`src/rtl/hc_csr_bank_if.sv`:
```
// MMIO request/response bundle between the CCI-P shim and hc_csr_bank.
// addr is the header word address (byte offset >> 2).
interface hc_csr_bank_if;
  logic        mmio_wr_valid;
  logic        mmio_rd_valid;
  logic [15:0] addr;
  logic [8:0]  tid;
  logic [63:0] data;
  logic        rsp_valid;
  logic [8:0]  rsp_tid;
  logic [63:0] rsp_data;

  modport master (
    output mmio_wr_valid, mmio_rd_valid, addr, tid, data,
    input  rsp_valid, rsp_tid, rsp_data
  );

  modport slave (
    input  mmio_wr_valid, mmio_rd_valid, addr, tid, data,
    output rsp_valid, rsp_tid, rsp_data
  );
endinterface

```
`src/rtl/hc_csr_bank.sv`:
```
// HardCloud MMIO register bank: DSM base, control, buffer descriptors and start/stop FSM.
// Define HC_CSR_READBACK_EN to make every mapped register readable; otherwise only status reads back.
module hc_csr_bank #(
  parameter int          NUM_BUFFERS = 2,
  parameter logic [15:0] BUF_BASE    = 16'h120,
  parameter logic [15:0] DSM_ADDR    = 16'h110,
  parameter logic [15:0] CTL_ADDR    = 16'h118,
  parameter logic [15:0] STS_ADDR    = 16'h100
) (
  input  logic                clk,
  input  logic                reset,
  hc_csr_bank_if.slave        mmio,
  output logic [63:0]         dsm_base,
  output logic [63:0]         buf_addr [NUM_BUFFERS],
  output logic [31:0]         buf_size [NUM_BUFFERS],
  output logic                acc_reset,
  output logic                acc_start,
  input  logic                acc_done,
  output logic [2:0]          state
);

  typedef enum logic [2:0] {
    S_RESET = 3'd0,
    S_READY = 3'd1,
    S_RUN   = 3'd2,
    S_DONE  = 3'd3,
    S_STOP  = 3'd4
  } state_e;

  localparam logic [17:0] BUF_B    = {2'b00, BUF_BASE};
  localparam logic [17:0] DSM_B    = {2'b00, DSM_ADDR};
  localparam logic [17:0] CTL_B    = {2'b00, CTL_ADDR};
  localparam logic [17:0] STS_B    = {2'b00, STS_ADDR};
  localparam logic [17:0] BUF_SPAN = 18'(16 * NUM_BUFFERS);

  state_e      state_q, state_d;
  logic        done_sticky_q, done_sticky_d;
  logic        acc_start_q, acc_start_d;
  logic [63:0] dsm_base_q, dsm_base_d;
  logic [63:0] buf_addr_q [NUM_BUFFERS];
  logic [63:0] buf_addr_d [NUM_BUFFERS];
  logic [31:0] buf_size_q [NUM_BUFFERS];
  logic [31:0] buf_size_d [NUM_BUFFERS];
  logic        rsp_valid_q, rsp_valid_d;
  logic [8:0]  rsp_tid_q, rsp_tid_d;
  logic [63:0] rsp_data_q, rsp_data_d;

  logic [17:0] byte_off;
  logic [17:0] buf_off;
  logic [3:0]  buf_idx;
  logic        decoded;
  logic        in_buf;
  logic        hit_dsm, hit_ctl, hit_sts, hit_buf_addr, hit_buf_size;
  logic        ctl_wr;

  // Only the upper CSR window (byte offset >= 0x100) is decoded at all.
  assign byte_off     = {mmio.addr, 2'b00};
  assign decoded      = byte_off >= 18'h100;
  assign buf_off      = byte_off - BUF_B;
  assign in_buf       = decoded && (byte_off >= BUF_B) && (buf_off < BUF_SPAN);
  assign buf_idx      = buf_off[7:4];
  assign hit_buf_addr = in_buf && (buf_off[3:0] == 4'h0);
  assign hit_buf_size = in_buf && (buf_off[3:0] == 4'h8);
  assign hit_dsm      = decoded && (byte_off == DSM_B);
  assign hit_ctl      = decoded && (byte_off == CTL_B);
  assign hit_sts      = decoded && (byte_off == STS_B);
  assign ctl_wr       = mmio.mmio_wr_valid && hit_ctl;

  always_comb begin
    dsm_base_d = dsm_base_q;
    buf_addr_d = buf_addr_q;
    buf_size_d = buf_size_q;
    if (mmio.mmio_wr_valid) begin
      if (hit_dsm) dsm_base_d = mmio.data;
      for (int i = 0; i < NUM_BUFFERS; i++) begin
        if (buf_idx == 4'(i)) begin
          if (hit_buf_addr) buf_addr_d[i] = mmio.data;
          if (hit_buf_size) buf_size_d[i] = mmio.data[31:0];
        end
      end
    end
  end

  // A CTL write takes priority over acc_done in the same cycle.
  always_comb begin
    state_d       = state_q;
    done_sticky_d = done_sticky_q;
    acc_start_d   = 1'b0;
    if (ctl_wr) begin
      case (mmio.data[31:0])
        32'h0: state_d = S_RESET;
        32'h1: if (state_q inside {S_RESET, S_DONE, S_STOP}) state_d = S_READY;
        32'h3: if (state_q == S_READY) begin
          state_d     = S_RUN;
          acc_start_d = 1'b1;
        end
        32'h7: if (state_q inside {S_RUN, S_DONE}) begin
          state_d = S_STOP;
          if (state_q == S_RUN && acc_done) done_sticky_d = 1'b1;
        end
        default: ;
      endcase
    end else if (acc_done && state_q == S_RUN) begin
      state_d       = S_DONE;
      done_sticky_d = 1'b1;
    end
    if (state_d == S_RESET || (state_d == S_RUN && state_q != S_RUN)) done_sticky_d = 1'b0;
  end

`ifdef HC_CSR_READBACK_EN
  logic [31:0] ctl_q, ctl_d;

  always_comb begin
    ctl_d = ctl_q;
    if (ctl_wr) ctl_d = mmio.data[31:0];
  end

  always_ff @(posedge clk) begin
    if (reset) ctl_q <= '0;
    else       ctl_q <= ctl_d;
  end
`endif

  // Read data is muxed from pre-write register values, so a same-cycle write is not seen.
  always_comb begin
    rsp_valid_d = mmio.mmio_rd_valid;
    rsp_tid_d   = mmio.tid;
    rsp_data_d  = 64'h0;
    if (hit_sts) rsp_data_d = {60'h0, done_sticky_q, state_q};
`ifdef HC_CSR_READBACK_EN
    if (hit_dsm) rsp_data_d = dsm_base_q;
    if (hit_ctl) rsp_data_d = {32'h0, ctl_q};
    for (int i = 0; i < NUM_BUFFERS; i++) begin
      if (buf_idx == 4'(i)) begin
        if (hit_buf_addr) rsp_data_d = buf_addr_q[i];
        if (hit_buf_size) rsp_data_d = {32'h0, buf_size_q[i]};
      end
    end
`endif
  end

  always_ff @(posedge clk) begin
    if (reset) begin
      state_q       <= S_RESET;
      done_sticky_q <= 1'b0;
      acc_start_q   <= 1'b0;
      dsm_base_q    <= '0;
      for (int i = 0; i < NUM_BUFFERS; i++) begin
        buf_addr_q[i] <= '0;
        buf_size_q[i] <= '0;
      end
      rsp_valid_q   <= 1'b0;
      rsp_tid_q     <= '0;
      rsp_data_q    <= '0;
    end else begin
      state_q       <= state_d;
      done_sticky_q <= done_sticky_d;
      acc_start_q   <= acc_start_d;
      dsm_base_q    <= dsm_base_d;
      buf_addr_q    <= buf_addr_d;
      buf_size_q    <= buf_size_d;
      rsp_valid_q   <= rsp_valid_d;
      rsp_tid_q     <= rsp_tid_d;
      rsp_data_q    <= rsp_data_d;
    end
  end

  assign mmio.rsp_valid = rsp_valid_q;
  assign mmio.rsp_tid   = rsp_tid_q;
  assign mmio.rsp_data  = rsp_data_q;
  assign dsm_base       = dsm_base_q;
  assign buf_addr       = buf_addr_q;
  assign buf_size       = buf_size_q;
  assign acc_reset      = (state_q == S_RESET);
  assign acc_start      = acc_start_q;
  assign state          = state_q;

endmodule

```
`src/flat_wrapper.sv`:
```
// flat-port wrapper written by rule: the top's interface ports become plain ports
module hc_csr_bank_flat 
#(
  parameter int          NUM_BUFFERS = 2,
  parameter logic [15:0] BUF_BASE    = 16'h120,
  parameter logic [15:0] DSM_ADDR    = 16'h110,
  parameter logic [15:0] CTL_ADDR    = 16'h118,
  parameter logic [15:0] STS_ADDR    = 16'h100
)
  (clk, reset, dsm_base, buf_addr, buf_size, acc_reset, acc_start, acc_done, state, mmio_mmio_wr_valid, mmio_mmio_rd_valid, mmio_addr, mmio_tid, mmio_data, mmio_rsp_valid, mmio_rsp_tid, mmio_rsp_data);
  hc_csr_bank_if mmio_i ();
  input  logic clk;
  input  logic reset;
  output logic [63:0] dsm_base;
  output logic [63:0] buf_addr[NUM_BUFFERS];
  output logic [31:0] buf_size[NUM_BUFFERS];
  output logic acc_reset;
  output logic acc_start;
  input  logic acc_done;
  output logic [2:0] state;
  input wire logic [$bits(mmio_i.mmio_wr_valid)-1:0] mmio_mmio_wr_valid;
  input wire logic [$bits(mmio_i.mmio_rd_valid)-1:0] mmio_mmio_rd_valid;
  input wire logic [$bits(mmio_i.addr)-1:0] mmio_addr;
  input wire logic [$bits(mmio_i.tid)-1:0] mmio_tid;
  input wire logic [$bits(mmio_i.data)-1:0] mmio_data;
  output wire logic [$bits(mmio_i.rsp_valid)-1:0] mmio_rsp_valid;
  output wire logic [$bits(mmio_i.rsp_tid)-1:0] mmio_rsp_tid;
  output wire logic [$bits(mmio_i.rsp_data)-1:0] mmio_rsp_data;
  assign mmio_i.mmio_wr_valid = mmio_mmio_wr_valid;
  assign mmio_i.mmio_rd_valid = mmio_mmio_rd_valid;
  assign mmio_i.addr = mmio_addr;
  assign mmio_i.tid = mmio_tid;
  assign mmio_i.data = mmio_data;
  assign mmio_rsp_valid = mmio_i.rsp_valid;
  assign mmio_rsp_tid = mmio_i.rsp_tid;
  assign mmio_rsp_data = mmio_i.rsp_data;
  hc_csr_bank #(.NUM_BUFFERS(NUM_BUFFERS), .BUF_BASE(BUF_BASE), .DSM_ADDR(DSM_ADDR), .CTL_ADDR(CTL_ADDR), .STS_ADDR(STS_ADDR)) u_core (.clk(clk), .reset(reset), .mmio(mmio_i), .dsm_base(dsm_base), .buf_addr(buf_addr), .buf_size(buf_size), .acc_reset(acc_reset), .acc_start(acc_start), .acc_done(acc_done), .state(state));
endmodule
```
`config.mk`:
```
export PLATFORM = sky130hd
export DESIGN_NAME = hc_csr_bank_flat
export DESIGN_NICKNAME = d
export VERILOG_FILES = /design/src/rtl/hc_csr_bank_if.sv /design/src/rtl/hc_csr_bank.sv /design/src/flat_wrapper.sv
export SDC_FILE = /design/constraint.sdc
export NUM_CORES = 1
export LEC_CHECK = 0
export ABC_AREA = 1
export BUFFER_PORTS_ARGS = -buffer_cell sky130_fd_sc_hd__buf_2
export CAP_MARGIN = 20
export CORE_AREA = 2 2 166 168
export CTS_CLUSTER_DIAMETER = 100
export DETAILED_ROUTE_END_ITERATION = 12
export DIE_AREA = 0 0 168 170
export MAX_ROUTING_LAYER = met4
export PLACE_DENSITY = 0.84
export SYNTH_ARGS = -nofsm -noshare
export SYNTH_HDL_FRONTEND = slang
export SYNTH_SLANG_ARGS = --single-unit
export TNS_END_PERCENT = 20
```
`constraint.sdc`:
```
create_clock -name clk -period 2.32 [get_ports clk]
set_input_delay 0.348 -clock clk [delete_from_list [all_inputs] [get_ports clk]]
set_output_delay 0.348 -clock clk [all_outputs]
set_load 0.03 [all_outputs]
```
# == After elaboration in Yosys (flattened, before gate mapping) ==
# Cells that the tools add are included.
# W data, S select, Z words.
# op_classes
addsub,1
order_cmp,3
n_eq_ne,16
mux,11
bitwise,3
n_reduce_logical,27
# op_table
cell,n
$eq A16 B7 Y1 const B,3
$ge A18 B9 Y1 const B,2
$eq A32 B1 Y1 const B,1
$eq A32 B2 Y1 const B,1
$eq A32 B3 Y1 const B,1
$logic_not A32 Y1,1
$lt A18 B6 Y1 const B,1
$sub A18 B9 Y18 const B,1
$mux W3,5
$pmux W3 S4,1
$reduce_and A3 Y1,4
$logic_and A1 B1 Y1,10
$eq A3 B2 Y1 const B,3
$logic_not A4 Y1,2
$logic_not A3 Y1,2
$mux W1,5
$eq A4 B1 Y1 const B,1
$eq A4 B4 Y1 const B,1
$ne A2 B2 Y1 const B,2
$reduce_and A2 Y1,2
$reduce_or A2 Y1,2
$eq A3 B1 Y1 const B,1
$eq A3 B3 Y1 const B,1
$ne A3 B2 Y1 const B,1
5 further kinds,7
# totals
ff_bits,335
input_bits,94
out_inout_bits,335
wordCells,73

# == Depth between registers and ports, before layout ==
# logic_depth
depth_word,9
mapped_depth,17

# == Least setup slack after synthesis ==
# No wires, ideal clock.
# synth_timing
path_type,input-to-reg
from,in mmio_addr[3]
to,reg u_core.buf_addr_q (netlist bit u_core.buf_addr[121])
setup_ns,0.118
arrival_time_ns,1.916
required_time_ns,2.202
setup_slack_ns,0.286
stages,12
n_path_buf,2
cell_sequence,inv_1 ha_1 nand2_1 inv_1 and3_1 inv_2 nor3_4 inv_2 clkbuf_1 buf_2 nor3_1 nor2_1
# synth_between
elab_chain_len,5
word_cells_on_any_way,9
# synth_rtl
element,line,rtl
start: declaration,flat_wrapper.sv:23,input wire logic [$bits(mmio_i.addr)-1:0] mmio_addr;
"$sub A18 B9 Y18, or another cell as far along",hc_csr_bank.sv:59,assign buf_off = byte_off - BUF_B;
$lt A18 B6 Y1 or $logic_and A1 B1 Y1 (tied branches),hc_csr_bank.sv:60,assign in_buf = decoded && (byte_off >= BUF_B) && (buf_off < BUF_SPAN);
$logic_and A1 B1 Y1,hc_csr_bank.sv:60,
$logic_and A1 B1 Y1,hc_csr_bank.sv:62,assign hit_buf_addr = in_buf && (buf_off[3:0] == 4'h0);
$reduce_and A3 Y1 (no line) *,--,
end signal: assignment,hc_csr_bank.sv:160,buf_addr_q <= buf_addr_d;
end: declaration,hc_csr_bank.sv:40,logic [63:0] buf_addr_q [NUM_BUFFERS];
# Every way passes the cells marked *; elsewhere a longest branch is shown, timed or not.
# A chain may end at the register's enable or synchronous reset.

# == Final worst setup path ==
# layout_timing
from,in mmio_addr[4]
to,reg u_core.buf_addr_q (netlist bit u_core.buf_addr[39])
# The elaborated chain is that of the path after synthesis.

==> results.toml <==
[timing]
slew_headroom_pct = 55.8
worst_slew_pin_slew_ns = 0.663
min_period_over_period_pct = 83.3
rsz0062_at_grt = "false"
finalHoldViolCount = 0
setup_violations = 0
maxSlewViolCount = 0
clock_skew_ns = 0.00648
fmax_mhz = 518
min_period_ns = 1.93
tns_ns = 0

[route]
firstDrtPassIters = 7
vias = 12624
ant_nets = 0
routed_via_density = 4.88
drc = 0
drt-wirelength-per-cell_um = 14.8
drt_iter0_drc = 879
wirelength_mm = 38.3

[min_path]
hold_path_class = "input pin to flip-flop"

[floorplanning]
die_h_um = 170
die_area_mm2 = 0.0286
num_rows = 60
start_util_pct = 47.5
core_mm2 = 0.0267
ios = 429
die_w_um = 168

[worst_setup_path]
crit_path_max_fanout = 29
slowest_delay_ns = 0.28
endpoint_kind = "flip-flop"
crit_path_cell_trace = "buf_2, inv_1, ha_1, nand2_2, nand2_2, nand2_2, inv_2, nand2_1, nand2_1, nand2_1, a21oi_1, nand4_1, buf_4, buf_12, nor3_1, nor2_1"
worst_ep_arrival_time_ns = 2.36
crit_required_ns = 2.75
path_class = "input pin to flip-flop"
crit_slowest_cell = "buf_4"
critPathLaunchType = "input pin"

[clock_network]
clk_pin_slew_ns = 0.06
cts_buffers = 30
cts_tree = "yes"
post_cts.repair.setup_buffers = 0
cts_resized = 0
cts_buffer_depth = 3
cts_max_level = 1
root_buffer = "clkbuf_16"
clk-insertion-delay-late_ns = 0.55
cts.sinks = 275

[final_layout]
drive_gt1_share_pct = 23.4
final_cells = 2589
mostFrequentLayoutCells = "nand2_1 (459), buf_2 (367), nor2_1 (326)"
finalNetCount = 2320
final_common_cell = "nand2_1"
syn_to_final_growth_pct = 25.5

[yosys]
ys_seq_elements = 275
syn_inst = 1864
yosysSeqAreaShare_pct = 43.5
synth_ff_type = "dfxtp_1"
yosysWarnings = 0
synth_area_mm2 = 0.0127
async_reset_ff_share_pct = 0
synth_edf_count = 0
avgSynthCellArea_um2 = 6.79
ys_types = 33

[placement]
gp_congestion = 0.940
dp_hpwl_mm = 27.1
io_buffers = 368
dp.cells = 2524

[global_route]
grt_pass1_wl_mm = 60.3
grt_max_degree = 65
grt_usage_pct = 26.6
grt.overflow.total = 0
grt_pass1_vias = 12092
grt_antenna_before_repair = 1

[power_and_ir_drop]
p_clk_share_pct = 46.3
power.density_mw_per_mm2 = 628
internal-power_uw = 7560
pwr-share-seq_pct = 47.4
vdd_ir_drop_max_uv = 474
p_switching_uw = 2420
swShare_pct = 24.2
leakage_uw = 0.00877
pwr-share-comb_pct = 6.3

[run_status]
status = "completed"

[flow_run]
maxCapViolCount = 0
## registers in the layout, summed over array words and instances (netlist names)
signal	cells
u_core.state	3
u_core.acc_start	1
u_core.buf_addr	128
u_core.mmio.rsp_tid	9
u_core.dsm_base	64
u_core.mmio.rsp_valid	1
u_core.done_sticky_q	1
u_core.mmio.rsp_data	4
u_core.buf_size	64
## through the flow
stage | setup WS [ns] | power (uW) | area, um2 | hold slack (ns) | utilization [%]
global placement | 0.0322 | 5430 | 14800 | 0.444 | 55.6
CTS | 0.424 | 10000 | 15900 | 0.0101 | 59.6
detailed placement | -0.0881 | 5440 | 14800 | 0.446 | 55.6
finish | 0.388 | 9980 | 15900 | 0.0321 | 59.6
floorplan | 0.286 | 5250 | 12900 | 0.417 | -
global route | 0.246 | 10300 | 15900 | 0.0168 | 59.6
## layout make-up
type | instances | area (um2)
fillers | 2330 | 10800
flip-flops and latches | 275 | 5510
multi-input cells | 1175 | 5230
repair buffers | 433 | 2580
inverters | 309 | 1170
clock buffers | 43 | 901
well taps | 341 | 427
clock inverters | 12 | 68.8
diodes | 1 | 2.50
## synth_stat cells (3+ instances only)
| cell | number | area [um2] |
|---|---|---|
| nand2_1 | 459 | 1720 |
| nor2_1 | 326 | 1220 |
| inv_1 | 297 | 1110 |
| dfxtp_1 | 275 | 5510 |
| nor3_1 | 180 | 901 |
| a211oi_1 | 64 | 480 |
| buf_4 | 62 | 465 |
| buf_2 | 47 | 235 |
| clkbuf_1 | 31 | 116 |
| nand3_1 | 27 | 135 |
| nor3_2 | 19 | 190 |
| buf_1 | 12 | 45.0 |
| buf_6 | 12 | 135 |
| inv_2 | 11 | 41.3 |
| nand2_2 | 5 | 31.3 |
| nor2_2 | 5 | 31.3 |
| a21oi_1 | 4 | 20.0 |
| nand4_1 | 4 | 25.0 |
| nand4_2 | 3 | 37.5 |
## power groups by stage
stage	clock (uW)	combinational (uW)	sequential, uW
5_1_grt	4890	673	4730
2_1_floorplan	0	397	4860
3_5_place_dp	0	601	4840
3_3_place_gp	0	597	4840
6_report	4620	628	4730
4_1_cts	4680	616	4730
## metal layers
metal  track usage [%]  up-vias  share of wire, %
met5                 -        -                 0
met3              4.26      111               7.4
li1                  -     6264                 -
met1              31.0     5712                40
met2              45.5      537                48
met4              11.6        0               4.3
## logic make-up after synthesis
logic type | after synthesis | share of synthesized area [%]
buf+inv | 473 | 17.0
fa+ha+maj | 2 | 0.198
compound gates | 74 | 4.24
flops | 275 | 43.5
simple gates | 1039 | 35.0
other cells | 1 | 0.0296
## worst max-delay path, delay by kind of cell
family | cells | cell delay (ns)
simple gates | 9 | 0.90
buf+inv | 5 | 0.74
compound gates | 1 | 0.19
fa+ha+maj | 1 | 0.18
## what timing repair did
item | CTS | global route
hold buffers | 9 | 0
endpoints found under the setup margin | 0 | 0
hold endpoints to repair | 9 | 0
## final timing paths
check	from	endpoint	slack, ns	cells after the start
hold reg to reg	u_core.dsm_base[49]	u_core.dsm_base[49]	0.49	2
hold / removal	mmio_tid[2]	u_core.mmio.rsp_tid[2]	0.03	3
setup / recovery	mmio_addr[4]	u_core.buf_addr[39]	0.39	16
setup reg to reg	u_core.state[2]	u_core.done_sticky_q	0.77	11
Power figures use the tool's default switching activity.
